$ cat config.mk
export PLATFORM = sky130hd
export DESIGN_NAME = sc_frog_move_ctrl_flat
export DESIGN_NICKNAME = d
export VERILOG_FILES = /design/src/rtl/sc_frog_pkg.sv /design/src/rtl/sc_frog_move_ctrl_if.sv /design/src/rtl/sc_frog_repeat_timer.sv /design/src/rtl/sc_frog_move_ctrl.sv /design/src/flat_wrapper.sv
export SDC_FILE = /design/constraint.sdc
export NUM_CORES = 1
export LEC_CHECK = 0
export CAP_MARGIN = 10
export CELL_PAD_IN_SITES_DETAIL_PLACEMENT = 1
export CELL_PAD_IN_SITES_GLOBAL_PLACEMENT = 1
export CORE_MARGIN = 1
export CORE_UTILIZATION = 38
export CTS_CLUSTER_DIAMETER = 200
export DETAILED_ROUTE_END_ITERATION = 16
export PLACE_DENSITY_LB_ADDON = 0.1
export SYNTH_ARGS = -nofsm -noshare
export SYNTH_HDL_FRONTEND = slang
export SYNTH_HIERARCHICAL = 1
export SYNTH_SLANG_ARGS = --single-unit
$ cat constraint.sdc
create_clock -name SC_STATEMACHINEFROGGER_CLOCK_50 -period 3.25 [get_ports SC_STATEMACHINEFROGGER_CLOCK_50]
set_input_delay 0.4875 -clock SC_STATEMACHINEFROGGER_CLOCK_50 [delete_from_list [all_inputs] [get_ports SC_STATEMACHINEFROGGER_CLOCK_50]]
set_output_delay 0.4875 -clock SC_STATEMACHINEFROGGER_CLOCK_50 [all_outputs]
set_load 0.005 [all_outputs]
$ cat src/rtl/sc_frog_pkg.sv
// Shared encodings for the frog movement controller: FSM states, game commands,
// column-shift codes, latched move direction and hold-timer operations.
package sc_frog_pkg;

  typedef enum logic [2:0] {
    ST_IDLE  = 3'd0,
    ST_INIT  = 3'd1,
    ST_CLEAR = 3'd2,
    ST_UP    = 3'd3,
    ST_DOWN  = 3'd4,
    ST_LEFT  = 3'd5,
    ST_RIGHT = 3'd6,
    ST_HOLD  = 3'd7
  } state_e;

  typedef enum logic [1:0] {
    CMD_RUN    = 2'b00,
    CMD_FREEZE = 2'b01,
    CMD_INIT   = 2'b10,
    CMD_CLEAR  = 2'b11
  } cmd_e;

  localparam logic [1:0] SHIFT_HOLD  = 2'b11;
  localparam logic [1:0] SHIFT_LEFT  = 2'b01;
  localparam logic [1:0] SHIFT_RIGHT = 2'b10;

  typedef enum logic [2:0] {
    DIR_NONE  = 3'd0,
    DIR_UP    = 3'd1,
    DIR_DOWN  = 3'd2,
    DIR_LEFT  = 3'd3,
    DIR_RIGHT = 3'd4
  } dir_e;

  typedef enum logic [2:0] {
    TMR_KEEP    = 3'd0,
    TMR_INC     = 3'd1,
    TMR_RESTART = 3'd2,
    TMR_REARM   = 3'd3,
    TMR_FIRE    = 3'd4
  } tmr_op_e;

  function automatic state_e dir_to_state(input dir_e d);
    case (d)
      DIR_UP:    return ST_UP;
      DIR_DOWN:  return ST_DOWN;
      DIR_LEFT:  return ST_LEFT;
      DIR_RIGHT: return ST_RIGHT;
      default:   return ST_IDLE;
    endcase
  endfunction

endpackage

$ cat src/rtl/sc_frog_move_ctrl_if.sv
// Command/button/edge inputs and strobe outputs of the frog movement controller.
interface sc_frog_move_ctrl_if #(
  parameter int unsigned CNT_W = 8
);
  logic [1:0]       cmd_In;
  logic             upButton_InLow;
  logic             downButton_InLow;
  logic             leftButton_InLow;
  logic             rightButton_InLow;
  logic             topEdge_InLow;
  logic             bottomEdge_InLow;
  logic             leftEdge_InLow;
  logic             rightEdge_InLow;
  logic             clear_OutLow;
  logic             init_OutLow;
  logic             load0_OutLow;
  logic             load1_OutLow;
  logic [1:0]       shiftselection_Out;
  logic [CNT_W-1:0] moveCount_Out;
  logic             busy_Out;

  modport master (
    output cmd_In, upButton_InLow, downButton_InLow, leftButton_InLow, rightButton_InLow,
    output topEdge_InLow, bottomEdge_InLow, leftEdge_InLow, rightEdge_InLow,
    input  clear_OutLow, init_OutLow, load0_OutLow, load1_OutLow,
    input  shiftselection_Out, moveCount_Out, busy_Out
  );

  modport slave (
    input  cmd_In, upButton_InLow, downButton_InLow, leftButton_InLow, rightButton_InLow,
    input  topEdge_InLow, bottomEdge_InLow, leftEdge_InLow, rightEdge_InLow,
    output clear_OutLow, init_OutLow, load0_OutLow, load1_OutLow,
    output shiftselection_Out, moveCount_Out, busy_Out
  );
endinterface

$ cat src/rtl/sc_frog_repeat_timer.sv
// Hold timer for auto-repeat: counts held cycles and flags when the first-move
// delay or the repeat rate has elapsed. Used only with SC_FROG_MOVE_AUTOREPEAT_EN.
module sc_frog_repeat_timer
  import sc_frog_pkg::*;
#(
  parameter int unsigned      TMR_W        = 24,
  parameter logic [TMR_W-1:0] REPEAT_DELAY = 24'd12_500_000,
  parameter logic [TMR_W-1:0] REPEAT_RATE  = 24'd5_000_000
) (
  input  logic    SC_STATEMACHINEFROGGER_CLOCK_50,
  input  logic    SC_STATEMACHINEFROGGER_RESET_InHigh,
  input  tmr_op_e op_In,
  output logic    hit_Out
);

  logic [TMR_W-1:0] timer_q, timer_d;
  logic [TMR_W-1:0] threshold;
  logic             first_q, first_d;

  always_comb begin
    threshold = first_q ? REPEAT_DELAY : REPEAT_RATE;
    hit_Out   = (timer_q == threshold - TMR_W'(1));
  end

  always_comb begin
    timer_d = timer_q;
    first_d = first_q;
    case (op_In)
      TMR_INC:     timer_d = timer_q + TMR_W'(1);
      TMR_RESTART: timer_d = '0;
      TMR_REARM: begin
        timer_d = '0;
        first_d = 1'b1;
      end
      TMR_FIRE: begin
        timer_d = '0;
        first_d = 1'b0;
      end
      default: ;
    endcase
  end

  always_ff @(posedge SC_STATEMACHINEFROGGER_CLOCK_50 or posedge SC_STATEMACHINEFROGGER_RESET_InHigh) begin
    if (SC_STATEMACHINEFROGGER_RESET_InHigh) begin
      timer_q <= '0;
      first_q <= 1'b1;
    end else begin
      timer_q <= timer_d;
      first_q <= first_d;
    end
  end

endmodule

$ cat src/rtl/sc_frog_move_ctrl.sv
// Moore controller turning game commands and direction buttons into frog move strobes.
// Define SC_FROG_MOVE_AUTOREPEAT_EN to enable hold-to-repeat moves.
module sc_frog_move_ctrl
  import sc_frog_pkg::*;
#(
  parameter int unsigned      TMR_W        = 24,
  parameter logic [TMR_W-1:0] REPEAT_DELAY = 24'd12_500_000,
  parameter logic [TMR_W-1:0] REPEAT_RATE  = 24'd5_000_000,
  parameter int unsigned      CNT_W        = 8
) (
  input logic                SC_STATEMACHINEFROGGER_CLOCK_50,
  input logic                SC_STATEMACHINEFROGGER_RESET_InHigh,
  sc_frog_move_ctrl_if.slave frog_bus
);

  if (REPEAT_DELAY < TMR_W'(2) || REPEAT_RATE < TMR_W'(2)) begin : g_bad_repeat_params
    $error("REPEAT_DELAY and REPEAT_RATE must be at least 2");
  end

  state_e           state_q, state_d;
  dir_e             dir_q, dir_d, press_dir;
  logic [CNT_W-1:0] cnt_q, cnt_d;
  logic             any_btn, dir_held, dir_edge_ok;

`ifdef SC_FROG_MOVE_AUTOREPEAT_EN
  tmr_op_e tmr_op;
  logic    tmr_hit;

  sc_frog_repeat_timer #(
    .TMR_W        (TMR_W),
    .REPEAT_DELAY (REPEAT_DELAY),
    .REPEAT_RATE  (REPEAT_RATE)
  ) u_repeat_timer (
    .SC_STATEMACHINEFROGGER_CLOCK_50     (SC_STATEMACHINEFROGGER_CLOCK_50),
    .SC_STATEMACHINEFROGGER_RESET_InHigh (SC_STATEMACHINEFROGGER_RESET_InHigh),
    .op_In                               (tmr_op),
    .hit_Out                             (tmr_hit)
  );
`endif

  // Button decode; DIR_NONE (after init/clear) means "wait until every button is up".
  always_comb begin
    any_btn   = ~&{frog_bus.upButton_InLow, frog_bus.downButton_InLow,
                   frog_bus.leftButton_InLow, frog_bus.rightButton_InLow};
    press_dir = DIR_NONE;
    if (!frog_bus.upButton_InLow && frog_bus.topEdge_InLow)             press_dir = DIR_UP;
    else if (!frog_bus.downButton_InLow && frog_bus.bottomEdge_InLow)   press_dir = DIR_DOWN;
    else if (!frog_bus.leftButton_InLow && frog_bus.leftEdge_InLow)     press_dir = DIR_LEFT;
    else if (!frog_bus.rightButton_InLow && frog_bus.rightEdge_InLow)   press_dir = DIR_RIGHT;
    case (dir_q)
      DIR_UP:    begin dir_held = !frog_bus.upButton_InLow;    dir_edge_ok = frog_bus.topEdge_InLow;    end
      DIR_DOWN:  begin dir_held = !frog_bus.downButton_InLow;  dir_edge_ok = frog_bus.bottomEdge_InLow; end
      DIR_LEFT:  begin dir_held = !frog_bus.leftButton_InLow;  dir_edge_ok = frog_bus.leftEdge_InLow;   end
      DIR_RIGHT: begin dir_held = !frog_bus.rightButton_InLow; dir_edge_ok = frog_bus.rightEdge_InLow;  end
      default:   begin dir_held = any_btn;                     dir_edge_ok = 1'b0;                      end
    endcase
  end

  always_comb begin
    state_d = state_q;
    dir_d   = dir_q;
    cnt_d   = cnt_q;
`ifdef SC_FROG_MOVE_AUTOREPEAT_EN
    tmr_op  = TMR_KEEP;
`endif
    case (cmd_e'(frog_bus.cmd_In))
      CMD_CLEAR: begin
        state_d = ST_CLEAR;
        dir_d   = DIR_NONE;
        cnt_d   = '0;
      end
      CMD_INIT: begin
        state_d = ST_INIT;
        dir_d   = DIR_NONE;
        cnt_d   = '0;
      end
      CMD_FREEZE: begin
        state_d = ST_IDLE;
        dir_d   = DIR_NONE;
      end
      default: begin
        case (state_q)
          ST_IDLE: begin
            if (press_dir != DIR_NONE) begin
              state_d = dir_to_state(press_dir);
              dir_d   = press_dir;
              cnt_d   = cnt_q + CNT_W'(1);
            end
          end
          ST_UP, ST_DOWN, ST_LEFT, ST_RIGHT: state_d = ST_HOLD;
          ST_INIT, ST_CLEAR:                 state_d = any_btn ? ST_HOLD : ST_IDLE;
          ST_HOLD: begin
            if (!dir_held) begin
              state_d = ST_IDLE;
              dir_d   = DIR_NONE;
            end
`ifdef SC_FROG_MOVE_AUTOREPEAT_EN
            else if (dir_q != DIR_NONE) begin
              if (!tmr_hit) begin
                tmr_op = TMR_INC;
              end else if (dir_edge_ok) begin
                state_d = dir_to_state(dir_q);
                cnt_d   = cnt_q + CNT_W'(1);
                tmr_op  = TMR_FIRE;
              end else begin
                tmr_op = TMR_RESTART;
              end
            end
`endif
          end
          default: state_d = ST_IDLE;
        endcase
      end
    endcase
`ifdef SC_FROG_MOVE_AUTOREPEAT_EN
    // Every path into IDLE/INIT/CLEAR (release, freeze, commands) re-arms the first-move delay.
    if (state_d == ST_IDLE || state_d == ST_INIT || state_d == ST_CLEAR) tmr_op = TMR_REARM;
`endif
  end

  always_ff @(posedge SC_STATEMACHINEFROGGER_CLOCK_50 or posedge SC_STATEMACHINEFROGGER_RESET_InHigh) begin
    if (SC_STATEMACHINEFROGGER_RESET_InHigh) begin
      state_q <= ST_IDLE;
      dir_q   <= DIR_NONE;
      cnt_q   <= '0;
    end else begin
      state_q <= state_d;
      dir_q   <= dir_d;
      cnt_q   <= cnt_d;
    end
  end

  always_comb begin
    frog_bus.clear_OutLow       = (state_q != ST_CLEAR);
    frog_bus.init_OutLow        = (state_q != ST_INIT);
    frog_bus.load0_OutLow       = (state_q != ST_UP);
    frog_bus.load1_OutLow       = (state_q != ST_DOWN);
    frog_bus.shiftselection_Out = SHIFT_HOLD;
    if (state_q == ST_LEFT)  frog_bus.shiftselection_Out = SHIFT_LEFT;
    if (state_q == ST_RIGHT) frog_bus.shiftselection_Out = SHIFT_RIGHT;
    frog_bus.moveCount_Out      = cnt_q;
    frog_bus.busy_Out           = (state_q != ST_IDLE);
  end

endmodule

$ cat src/flat_wrapper.sv
// flat-port wrapper written by rule: the top's interface ports become plain ports
module sc_frog_move_ctrl_flat import sc_frog_pkg::*;
#(
  parameter int unsigned      TMR_W        = 24,
  parameter logic [TMR_W-1:0] REPEAT_DELAY = 24'd12_500_000,
  parameter logic [TMR_W-1:0] REPEAT_RATE  = 24'd5_000_000,
  parameter int unsigned      CNT_W        = 8
)
  (SC_STATEMACHINEFROGGER_CLOCK_50, SC_STATEMACHINEFROGGER_RESET_InHigh, frog_bus_cmd_In, frog_bus_upButton_InLow, frog_bus_downButton_InLow, frog_bus_leftButton_InLow, frog_bus_rightButton_InLow, frog_bus_topEdge_InLow, frog_bus_bottomEdge_InLow, frog_bus_leftEdge_InLow, frog_bus_rightEdge_InLow, frog_bus_clear_OutLow, frog_bus_init_OutLow, frog_bus_load0_OutLow, frog_bus_load1_OutLow, frog_bus_shiftselection_Out, frog_bus_moveCount_Out, frog_bus_busy_Out);
  sc_frog_move_ctrl_if #(.CNT_W(CNT_W)) frog_bus_i ();
  input logic SC_STATEMACHINEFROGGER_CLOCK_50;
  input logic SC_STATEMACHINEFROGGER_RESET_InHigh;
  input wire logic [$bits(frog_bus_i.cmd_In)-1:0] frog_bus_cmd_In;
  input wire logic [$bits(frog_bus_i.upButton_InLow)-1:0] frog_bus_upButton_InLow;
  input wire logic [$bits(frog_bus_i.downButton_InLow)-1:0] frog_bus_downButton_InLow;
  input wire logic [$bits(frog_bus_i.leftButton_InLow)-1:0] frog_bus_leftButton_InLow;
  input wire logic [$bits(frog_bus_i.rightButton_InLow)-1:0] frog_bus_rightButton_InLow;
  input wire logic [$bits(frog_bus_i.topEdge_InLow)-1:0] frog_bus_topEdge_InLow;
  input wire logic [$bits(frog_bus_i.bottomEdge_InLow)-1:0] frog_bus_bottomEdge_InLow;
  input wire logic [$bits(frog_bus_i.leftEdge_InLow)-1:0] frog_bus_leftEdge_InLow;
  input wire logic [$bits(frog_bus_i.rightEdge_InLow)-1:0] frog_bus_rightEdge_InLow;
  output wire logic [$bits(frog_bus_i.clear_OutLow)-1:0] frog_bus_clear_OutLow;
  output wire logic [$bits(frog_bus_i.init_OutLow)-1:0] frog_bus_init_OutLow;
  output wire logic [$bits(frog_bus_i.load0_OutLow)-1:0] frog_bus_load0_OutLow;
  output wire logic [$bits(frog_bus_i.load1_OutLow)-1:0] frog_bus_load1_OutLow;
  output wire logic [$bits(frog_bus_i.shiftselection_Out)-1:0] frog_bus_shiftselection_Out;
  output wire logic [$bits(frog_bus_i.moveCount_Out)-1:0] frog_bus_moveCount_Out;
  output wire logic [$bits(frog_bus_i.busy_Out)-1:0] frog_bus_busy_Out;
  assign frog_bus_i.cmd_In = frog_bus_cmd_In;
  assign frog_bus_i.upButton_InLow = frog_bus_upButton_InLow;
  assign frog_bus_i.downButton_InLow = frog_bus_downButton_InLow;
  assign frog_bus_i.leftButton_InLow = frog_bus_leftButton_InLow;
  assign frog_bus_i.rightButton_InLow = frog_bus_rightButton_InLow;
  assign frog_bus_i.topEdge_InLow = frog_bus_topEdge_InLow;
  assign frog_bus_i.bottomEdge_InLow = frog_bus_bottomEdge_InLow;
  assign frog_bus_i.leftEdge_InLow = frog_bus_leftEdge_InLow;
  assign frog_bus_i.rightEdge_InLow = frog_bus_rightEdge_InLow;
  assign frog_bus_clear_OutLow = frog_bus_i.clear_OutLow;
  assign frog_bus_init_OutLow = frog_bus_i.init_OutLow;
  assign frog_bus_load0_OutLow = frog_bus_i.load0_OutLow;
  assign frog_bus_load1_OutLow = frog_bus_i.load1_OutLow;
  assign frog_bus_shiftselection_Out = frog_bus_i.shiftselection_Out;
  assign frog_bus_moveCount_Out = frog_bus_i.moveCount_Out;
  assign frog_bus_busy_Out = frog_bus_i.busy_Out;
  sc_frog_move_ctrl #(.TMR_W(TMR_W), .REPEAT_DELAY(REPEAT_DELAY), .REPEAT_RATE(REPEAT_RATE), .CNT_W(CNT_W)) u_core (.SC_STATEMACHINEFROGGER_CLOCK_50(SC_STATEMACHINEFROGGER_CLOCK_50), .SC_STATEMACHINEFROGGER_RESET_InHigh(SC_STATEMACHINEFROGGER_RESET_InHigh), .frog_bus(frog_bus_i));
endmodule
=== Yosys cells after proc, flatten, opt, wreduce, memory -nomap -nowiden ===
Cells that the tools add are included.

* Input port bits: 12
* Output and inout port bits: 15
* Logic and storage cells: 73
* Register bits: 14

* Reduce and logical (&&, ||, !) cells: 23
* Equality and inequality tests: 26
* Muxes and demuxes: 19
* Add/sub/neg operators: 1
* Bitwise operators: 1

{| class="wikitable"
|+ Operators by type and width
! operator !! count
|-
| $mux 3 || 9
|-
| $pmux 3 s4 || 2
|-
| $eq 3x2->1 const B || 6
|-
| $eq 3x3->1 const B || 6
|-
| $mux 8 || 2
|-
| $pmux 8 s2 || 1
|-
| $eq 3x1->1 const B || 3
|-
| $ne 3x2->1 const B || 3
|-
| $pmux 3 s3 || 1
|-
| $reduce_bool 3->1 || 3
|-
| $add 8x1->8 const B || 1
|-
| $ne 3x3->1 const B || 2
|-
| $pmux 3 s2 || 1
|-
| $reduce_and 3->1 || 2
|-
| $logic_not 1->1 || 5
|-
| $ne 5x1->1 const B || 1
|-
| $ne 5x5->1 const B || 1
|-
| $eq 2x2->1 const B || 2
|-
| $logic_and 1x1->1 || 4
|-
| $mux 2 || 2
|-
| $pmux 1 s4 || 1
|-
| $reduce_and 4->1 || 1
|-
| $reduce_bool 2->1 || 2
|-
| $reduce_or 2->1 || 2
|-
| other kinds (7) || 7
|}

=== Longest topological paths before layout ===
Gate-level depths: netlist of the first run.

* Word-level depth: 11
* Depth in mapped cells: 7
* Gate-level depth less buffers: 6

=== Worst setup path after synthesis of the first run ===
No wires, ideal clock.

* Kind: input port to flip-flop
* Start: input frog_bus_bottomEdge_InLow
* End: register u_core.cnt_q[0], in the netlist u_core/frog_bus.moveCount_Out[0]
* Required time: 3.125 ns
* Arrival time: 1.568 ns
* Path slack: 1.558 ns
* Buffers on the path: 0
* Cell stages on the path: 4
* Library setup time: 0.125 ns
* Cell sequence: nor2b_2 -> o41ai_2 -> and2b_2 -> mux2_2

* Cells in the longest elaborated chain, start to end: 6

{| class="wikitable"
|+ Ends and longest elaborated chain
! element !! line !! source
|-
| from (decl) || flat_wrapper.sv:19 || <nowiki>input wire logic [$bits(frog_bus_i.bottomEdge_InLow)-1:0] frog_bus_bottomEdge_InLow;</nowiki>
|-
| $logic_and 1x1->1 || sc_frog_move_ctrl.sv:47 || <nowiki>else if (!frog_bus.downButton_InLow && frog_bus.bottomEdge_InLow) press_dir = DIR_DOWN;</nowiki>
|-
| $mux 3 || sc_frog_move_ctrl.sv:47 ||
|-
| $mux 3 || sc_frog_move_ctrl.sv:46 || <nowiki>if (!frog_bus.upButton_InLow && frog_bus.topEdge_InLow) press_dir = DIR_UP;</nowiki>
|-
| $reduce_bool 3->1 || sc_frog_move_ctrl.sv:84 || <nowiki>if (press_dir != DIR_NONE) begin</nowiki>
|-
| $reduce_bool 2->1 (no line) || -- ||
|-
| $reduce_and 3->1 (no line) || -- ||
|-
| to (signal assigned) || sc_frog_move_ctrl.sv:129 || <nowiki>cnt_q <= cnt_d;</nowiki>
|-
| to (decl) || sc_frog_move_ctrl.sv:22 || <nowiki>logic [CNT_W-1:0] cnt_q, cnt_d;</nowiki>
|}

No other way between the ends.
A chain may end at the register's enable or synchronous reset.

=== Worst setup path in the final report of the first run ===
* Start: register u_core.state_q[2]
* End: output frog_bus_load1_OutLow

* Cells in the longest elaborated chain, start to end: 1

{| class="wikitable"
|+ Ends and longest elaborated chain
! element !! line !! source
|-
| from (decl) || sc_frog_move_ctrl.sv:20 || <nowiki>state_e state_q, state_d;</nowiki>
|-
| from (signal assigned) || sc_frog_move_ctrl.sv:127 || <nowiki>state_q <= state_d;</nowiki>
|-
| $ne 3x3->1 || sc_frog_move_ctrl.sv:137 || <nowiki>frog_bus.load1_OutLow = (state_q != ST_DOWN);</nowiki>
|-
| to (decl) || flat_wrapper.sv:25 || <nowiki>output wire logic [$bits(frog_bus_i.load1_OutLow)-1:0] frog_bus_load1_OutLow;</nowiki>
|}

No other way between the ends.

==> results.json, run 1 <==
{
  "clock-sinks": 14,
  "fin_crit_sh_pct": 69.4,
  "hold_path_class": "register to register",
  "yosys_warnings": 6,
  "hold_viol": 0,
  "synthSimpleGateAreaFrac_pct": 30.5,
  "use_met2_pct": 36.3,
  "wl_per_cell_um": 14.3,
  "reg2reg_depth": 5,
  "die_area_mm2": 0.00301,
  "slowest_delay_ps": 570,
  "n_fill_cell": 316,
  "placement.cell_area_mm2": 0.00133,
  "dr.pass1.iters": 4,
  "fin_crit_ps": 2260,
  "crit_path_max_fanout": 12,
  "layout-drive-gt1-share_pct": 13.6,
  "num_vias": 992,
  "crit_slowest_cell": "dfrtp_1",
  "met1_usage_pct": 20.5,
  "synth_compound_area_share_pct": 20.8,
  "fin_setup_tns_ps": 0,
  "multiInputGateArea_um2": 648,
  "setup_viol": 0,
  "clock_skew_ps": 7.89,
  "max_freq_ghz": 0.443,
  "post_cts_resized": 0,
  "final_cell_area_mm2": 0.00137,
  "rsz0062_at_grt": "false",
  "synth_nets": 138,
  "final_cell_mix": "clkdlybuf4s50_1 (26), dfrtp_1 (14), nor2_1 (11)",
  "clkTransAtPathRegs_ps": 90,
  "vdd_ir_drop_max_mv": 0.266,
  "area.sequential_um2": 350,
  "cts_setup_buffers": 0,
  "grt_pass1_vias": 996,
  "drc": 0,
  "synth_cell_type_count": 48,
  "drv_slew": 0,
  "nets": 165,
  "synth_top_family_by_area": "simple AND/OR/NAND/NOR gates",
  "max_slew_margin_pct": 64.3,
  "yosysTopAreaCellShare_pct": 32.9,
  "yosys.area_share.xor_xnor_pct": 1.65,
  "syn_to_final_growth_pct": 28.8,
  "cp.required_ps": 2760,
  "synth_area_mm2": 0.00106,
  "yosys-mux-area-fraction_pct": 2.12,
  "path_class": "register to primary output",
  "p_leak_uw": 0.000573,
  "hold_path_depth": 1,
  "detail_route.wirelength_mm": 2.52,
  "worstPathArrival_ps": 1770,
  "avgSynthCellArea_um2": 8.79,
  "whs_ps": 509,
  "status": "complete, no violations",
  "root_buffer": "clkbuf_4",
  "gp_congestion": 0.796,
  "synth_area_leaders": "dfrtp_1 (33%), ha_1 (5.9%), nor2_1 (3.9%)",
  "grt.busiest_layer": "met2",
  "syn-instance-count": 121,
  "start_util_pct": 41.4,
  "die_x_um": 54.9,
  "end_kind": "primary output",
  "start_kind": "register",
  "detail_route.vias_per_cell": 5.60,
  "drt.antenna.violating_nets": 0,
  "h-tree-depth": 1,
  "clk_path_buf_depth": 2,
  "synthAdderAreaFrac_pct": 5.88,
  "synth_flop_cell": "dfrtp_1",
  "n_antenna_cell": 0,
  "numCtsBuffers": 3,
  "die_y_um": 54.9,
  "grt_pass1_wl_mm": 4.13,
  "worstMarginPinSlew_ps": 535,
  "crit_chain": "or3b_2 -> clkdlybuf4s50_1",
  "tritoncts": "done",
  "numPortBuffers": 26,
  "ys_ff_latch": 14,
  "antenna_found_initial": 0,
  "grt_start_max_net_pins": 15,
  "final_common_cell": "clkdlybuf4s50_1",
  "power_density_mw_per_mm2": 324,
  "synth-edff-count": 0,
  "drt_iter0_drc": 11,
  "placementRows": 18,
  "synth_area_leader_cell": "dfrtp_1",
  "drv_cap": 0,
  "cts_hold_buf": 0,
  "hpwlAfterDp_mm": 2.07,
  "grt_util_all_layers_pct": 18.7,
  "gr-usage-met3_pct": 2.46,
  "num_io_pins": 27,
  "synthArstFlopShare_pct": 100,
  "clkLatencyLatePin_ps": 270,
  "core_mm2": 0.00257,
  "yosysSeqAreaShare_pct": 32.9,
  "grt-ovfl-total": 0
}
[metal layers]
metal	vias to the layer above	routed length, µm	part of all wire [%]
li1	487	-	-
met1	479	1090	43
met2	22	1310	52
met3	4	110	4.4
met4	0	23	0.91
met5	-	0	0
[cell families after synthesis]
| kind of cell | after synthesis |
|---|---|
| and+or+nand+nor | 53 |
| AOI/OAI and AO/OA | 32 |
| muxes | 2 |
| buffers and inverters | 13 |
| xor gates and xnor gates | 2 |
| adders and majority gates | 5 |
| DFF | 14 |
[cells in the mapped netlist, types with 2 or more instances]
cell type / count
ha_1: 5
nand2_1: 7
nor3_1: 4
or2_2: 2
dfrtp_1: 14
nor2b_1: 4
inv_1: 8
buf_6: 2
nand4_1: 2
a21oi_1: 7
or3b_2: 2
nand3_1: 4
o22ai_1: 2
mux2_2: 2
o21ai_0: 7
xnor2_1: 2
clkbuf_1: 2
nand3b_1: 4
nor2_1: 11
a21o_1: 2
[registers in the layout, summed over array words and instances (netlist names)]
register                       count
u_core/frog_bus.moveCount_Out      8
u_core/dir_q                       3
u_core/state_q                     3
[power breakdown]
| part | switching, µW | internal (µW) |
|---|---|---|
| registers | 18.7 | 182 |
| logic | 54.5 | 66.8 |
| clock network | 52.9 | 68.0 |
| total | 126 | 317 |
[stage by stage]
| stage | total power (µW) | std cells | util [%] | setup WS, ps |
|---|---|---|---|---|
| floorplan | 277 | 121 | - | 1560 |
| global placement | 322 | 173 | 51.9 | 940 |
| detailed placement | 327 | 173 | 51.9 | 890 |
| CTS | 450 | 177 | 53.4 | 973 |
| global route | 473 | 177 | 53.4 | 911 |
| finish | 443 | 177 | 53.4 | 995 |
[final cells by class]
class | count | share of cell area (%)
Timing Repair Buffer | 27 | 19.5
Inverter | 8 | 2.19
Sequential cell | 14 | 25.6
Multi-Input combinational cell | 94 | 47.3
Tap cell | 30 | 2.74
Clock buffer | 4 | 2.65
[critical path: cells and delay by family, from the launching register on]
family | cells | cell delay, ps
buf+inv | 1 | 460
flops | 1 | 570
simple gates | 1 | 480
[path summary, 6_finish.rpt]
| path | from | endpoint | slack [ps] |
|---|---|---|---|
| min in group asynchronous | SC_STATEMACHINEFROGGER_RESET_InHigh | u_core/dir_q[1] | 550 |
| setup / recovery | u_core/state_q[2] | frog_bus_load1_OutLow | 990 |
| hold / removal | u_core/frog_bus.moveCount_Out[6] | u_core/frog_bus.moveCount_Out[6] | 510 |
| setup reg to reg | u_core/state_q[2] | u_core/frog_bus.moveCount_Out[3] | 1470 |
| max in group asynchronous | SC_STATEMACHINEFROGGER_RESET_InHigh | u_core/state_q[0] | 2340 |
| hold reg to reg | u_core/frog_bus.moveCount_Out[6] | u_core/frog_bus.moveCount_Out[6] | 510 |
No activity file was read; power rests on OpenSTA's default activity.
==> inputs of run 2 (changes only) <==
CORE_UTILIZATION = 36   (was 38)
clock period = 2.3 ns   (was 3.25 ns; I/O delays follow)
==> run 2 against run 1 <==
  * Register-to-register slack worse by 960 ps
  * Highest routed layer unchanged
  * Largest power group unchanged
  * Critical path depth unchanged
  * Clock power increased by 44%
  * Utilization down 3.8 points
  * Critical path type unchanged
  * Hold slack lost 100 ps
  * Cell area rose by 0.64%
  * Combinational power grew 43%
==> results.json, run 2 (synthesis results as in run 1) <==
{
  "drc": 0,
  "path_class": "register to primary output",
  "r2r_slack_ps": 510,
  "num_vias": 995,
  "max_freq_ghz": 0.473,
  "placementRows": 19,
  "die_y_um": 56.4,
  "worstPathArrival_ps": 1770,
  "worstMarginPinSlew_ps": 556,
  "grt_pass1_wl_mm": 4.33,
  "hold_path_class": "input port to asynchronous set/reset pin",
  "total_power_uw": 631,
  "clock_skew_ps": 10.3,
  "root_buffer": "clkbuf_4",
  "dr.pass1.iters": 4,
  "tritoncts": "done",
  "status": "complete, no violations",
  "die_x_um": 56.4,
  "max_slew_margin_pct": 62.9,
  "final_common_cell": "clkdlybuf4s50_1",
  "cts_setup_buffers": 0,
  "fin_ws_ps": 186,
  "start_kind": "register",
  "detail_route.wirelength_mm": 2.56,
  "rsz0062_at_grt": "false",
  "gp_congestion": 0.873,
  "crit_path_max_fanout": 12,
  "num_io_pins": 27,
  "place_worst_setup_slack_ps": 113,
  "hpwlAfterDp_mm": 2.02,
  "layout-drive-gt1-share_pct": 14.2,
  "wl_per_cell_um": 14.3,
  "drv_slew": 0,
  "final_cell_area_mm2": 0.00138,
  "drv_cap": 0,
  "reg2reg_to": "u_core/frog_bus.moveCount_Out[3]",
  "n_antenna_cell": 0,
  "clk_path_buf_depth": 2,
  "numCtsBuffers": 3,
  "fin_crit_sh_pct": 91.9,
  "drt_iter0_drc": 47,
  "setup_viol": 0,
  "cts_hold_buf": 0,
  "clock-sinks": 14,
  "die_area_mm2": 0.00318,
  "h-tree-depth": 1,
  "core_mm2": 0.00278,
  "detail_route.vias_per_cell": 5.56,
  "end_kind": "primary output",
  "nets": 166,
  "r2r-start": "u_core/state_q[2]",
  "syn_to_final_growth_pct": 29.6,
  "clkTransAtPathRegs_ps": 90,
  "hold_viol": 0,
  "final_cell_mix": "clkdlybuf4s50_1 (26), dfrtp_1 (14), nor2_1 (11)",
  "fin_crit_ps": 2110,
  "p_leak_uw": 0.000579,
  "post_cts_resized": 0,
  "vdd_ir_drop_max_mv": 0.398,
  "grt_start_max_net_pins": 15,
  "fin_setup_tns_ps": 0,
  "grt_pass1_vias": 1030,
  "start_util_pct": 38.2,
  "largest_reg_flops": 8,
  "cp.required_ps": 1960,
  "placement.cell_area_mm2": 0.00134,
  "reg2reg_depth": 5,
  "numPortBuffers": 26,
  "antenna_found_initial": 0,
  "power_density_mw_per_mm2": 458,
  "clkLatencyLatePin_ps": 280,
  "drt.antenna.violating_nets": 0,
  "grt_util_all_layers_pct": 17.5,
  "grt-ovfl-total": 0
}
-- run 2: cell count changes in the layout (fill, tap and decap cells not counted), sizes merged --
| cell | delta |
|---|---|
| buf | +1 |
-- run 2: stage by stage --
stage	hold slack, ps	utilization [%]	instances
5_1_grt	463	49.6	179
6_report	407	49.6	179
3_5_place_dp	496	48.3	175
3_3_place_gp	496	48.3	175
4_1_cts	417	49.6	179
2_1_floorplan	234	-	121
-- run 2: cell type report --
type                    instances  area, µm²
well taps                      31       38.8
multi-input cells              94        648
repair buffers                 28        275
inverters                       8       30.0
clock buffers                   4       36.3
fillers                       337       1400
flip-flops and latches         14        350
-- run 2: how the worst max path moves through the flow --
| stage | from | endpoint | slack [ps] | depth (start not counted) |
|---|---|---|---|---|
| 6_report | u_core/state_q[2] | frog_bus_load1_OutLow | 190 | 2 |
| 5_1_grt | u_core/state_q[2] | frog_bus_load1_OutLow | 90 | 2 |
| 4_1_cts | u_core/state_q[2] | frog_bus_load1_OutLow | 170 | 2 |
| 3_5_place_dp | frog_bus_cmd_In[1] | u_core/frog_bus.moveCount_Out[3] | 110 | 6 |
| 3_3_place_gp | frog_bus_downButton_InLow | u_core/frog_bus.moveCount_Out[0] | 160 | 6 |
| 2_1_floorplan | frog_bus_bottomEdge_InLow | u_core/frog_bus.moveCount_Out[0] | 750 | 4 |
-- run 2: per-layer routing --
layer  wire, µm  share of wire (%)  GRT usage [%]  up-vias
met5          0                  0              0        -
met4         48                1.9           9.06        0
met3         96                3.7           1.84        6
met2       1270                 50           31.5       26
met1       1140                 45           20.4      476
li1           -                  -              -      487
-- run 2: worst max-delay path, cell delays in order (launching register included) --
cell             delay (ps)
dfrtp_1                 570
or3b_2                  480
clkdlybuf4s50_1         450
-- run 2: power by group --
part	total (µW)	switching [µW]	internal [µW]	leakage [µW]
logic	173	77.7	95.7	0.000367
registers	284	25.9	258	0.000190
clock network	174	77.8	96.3	0.0000210
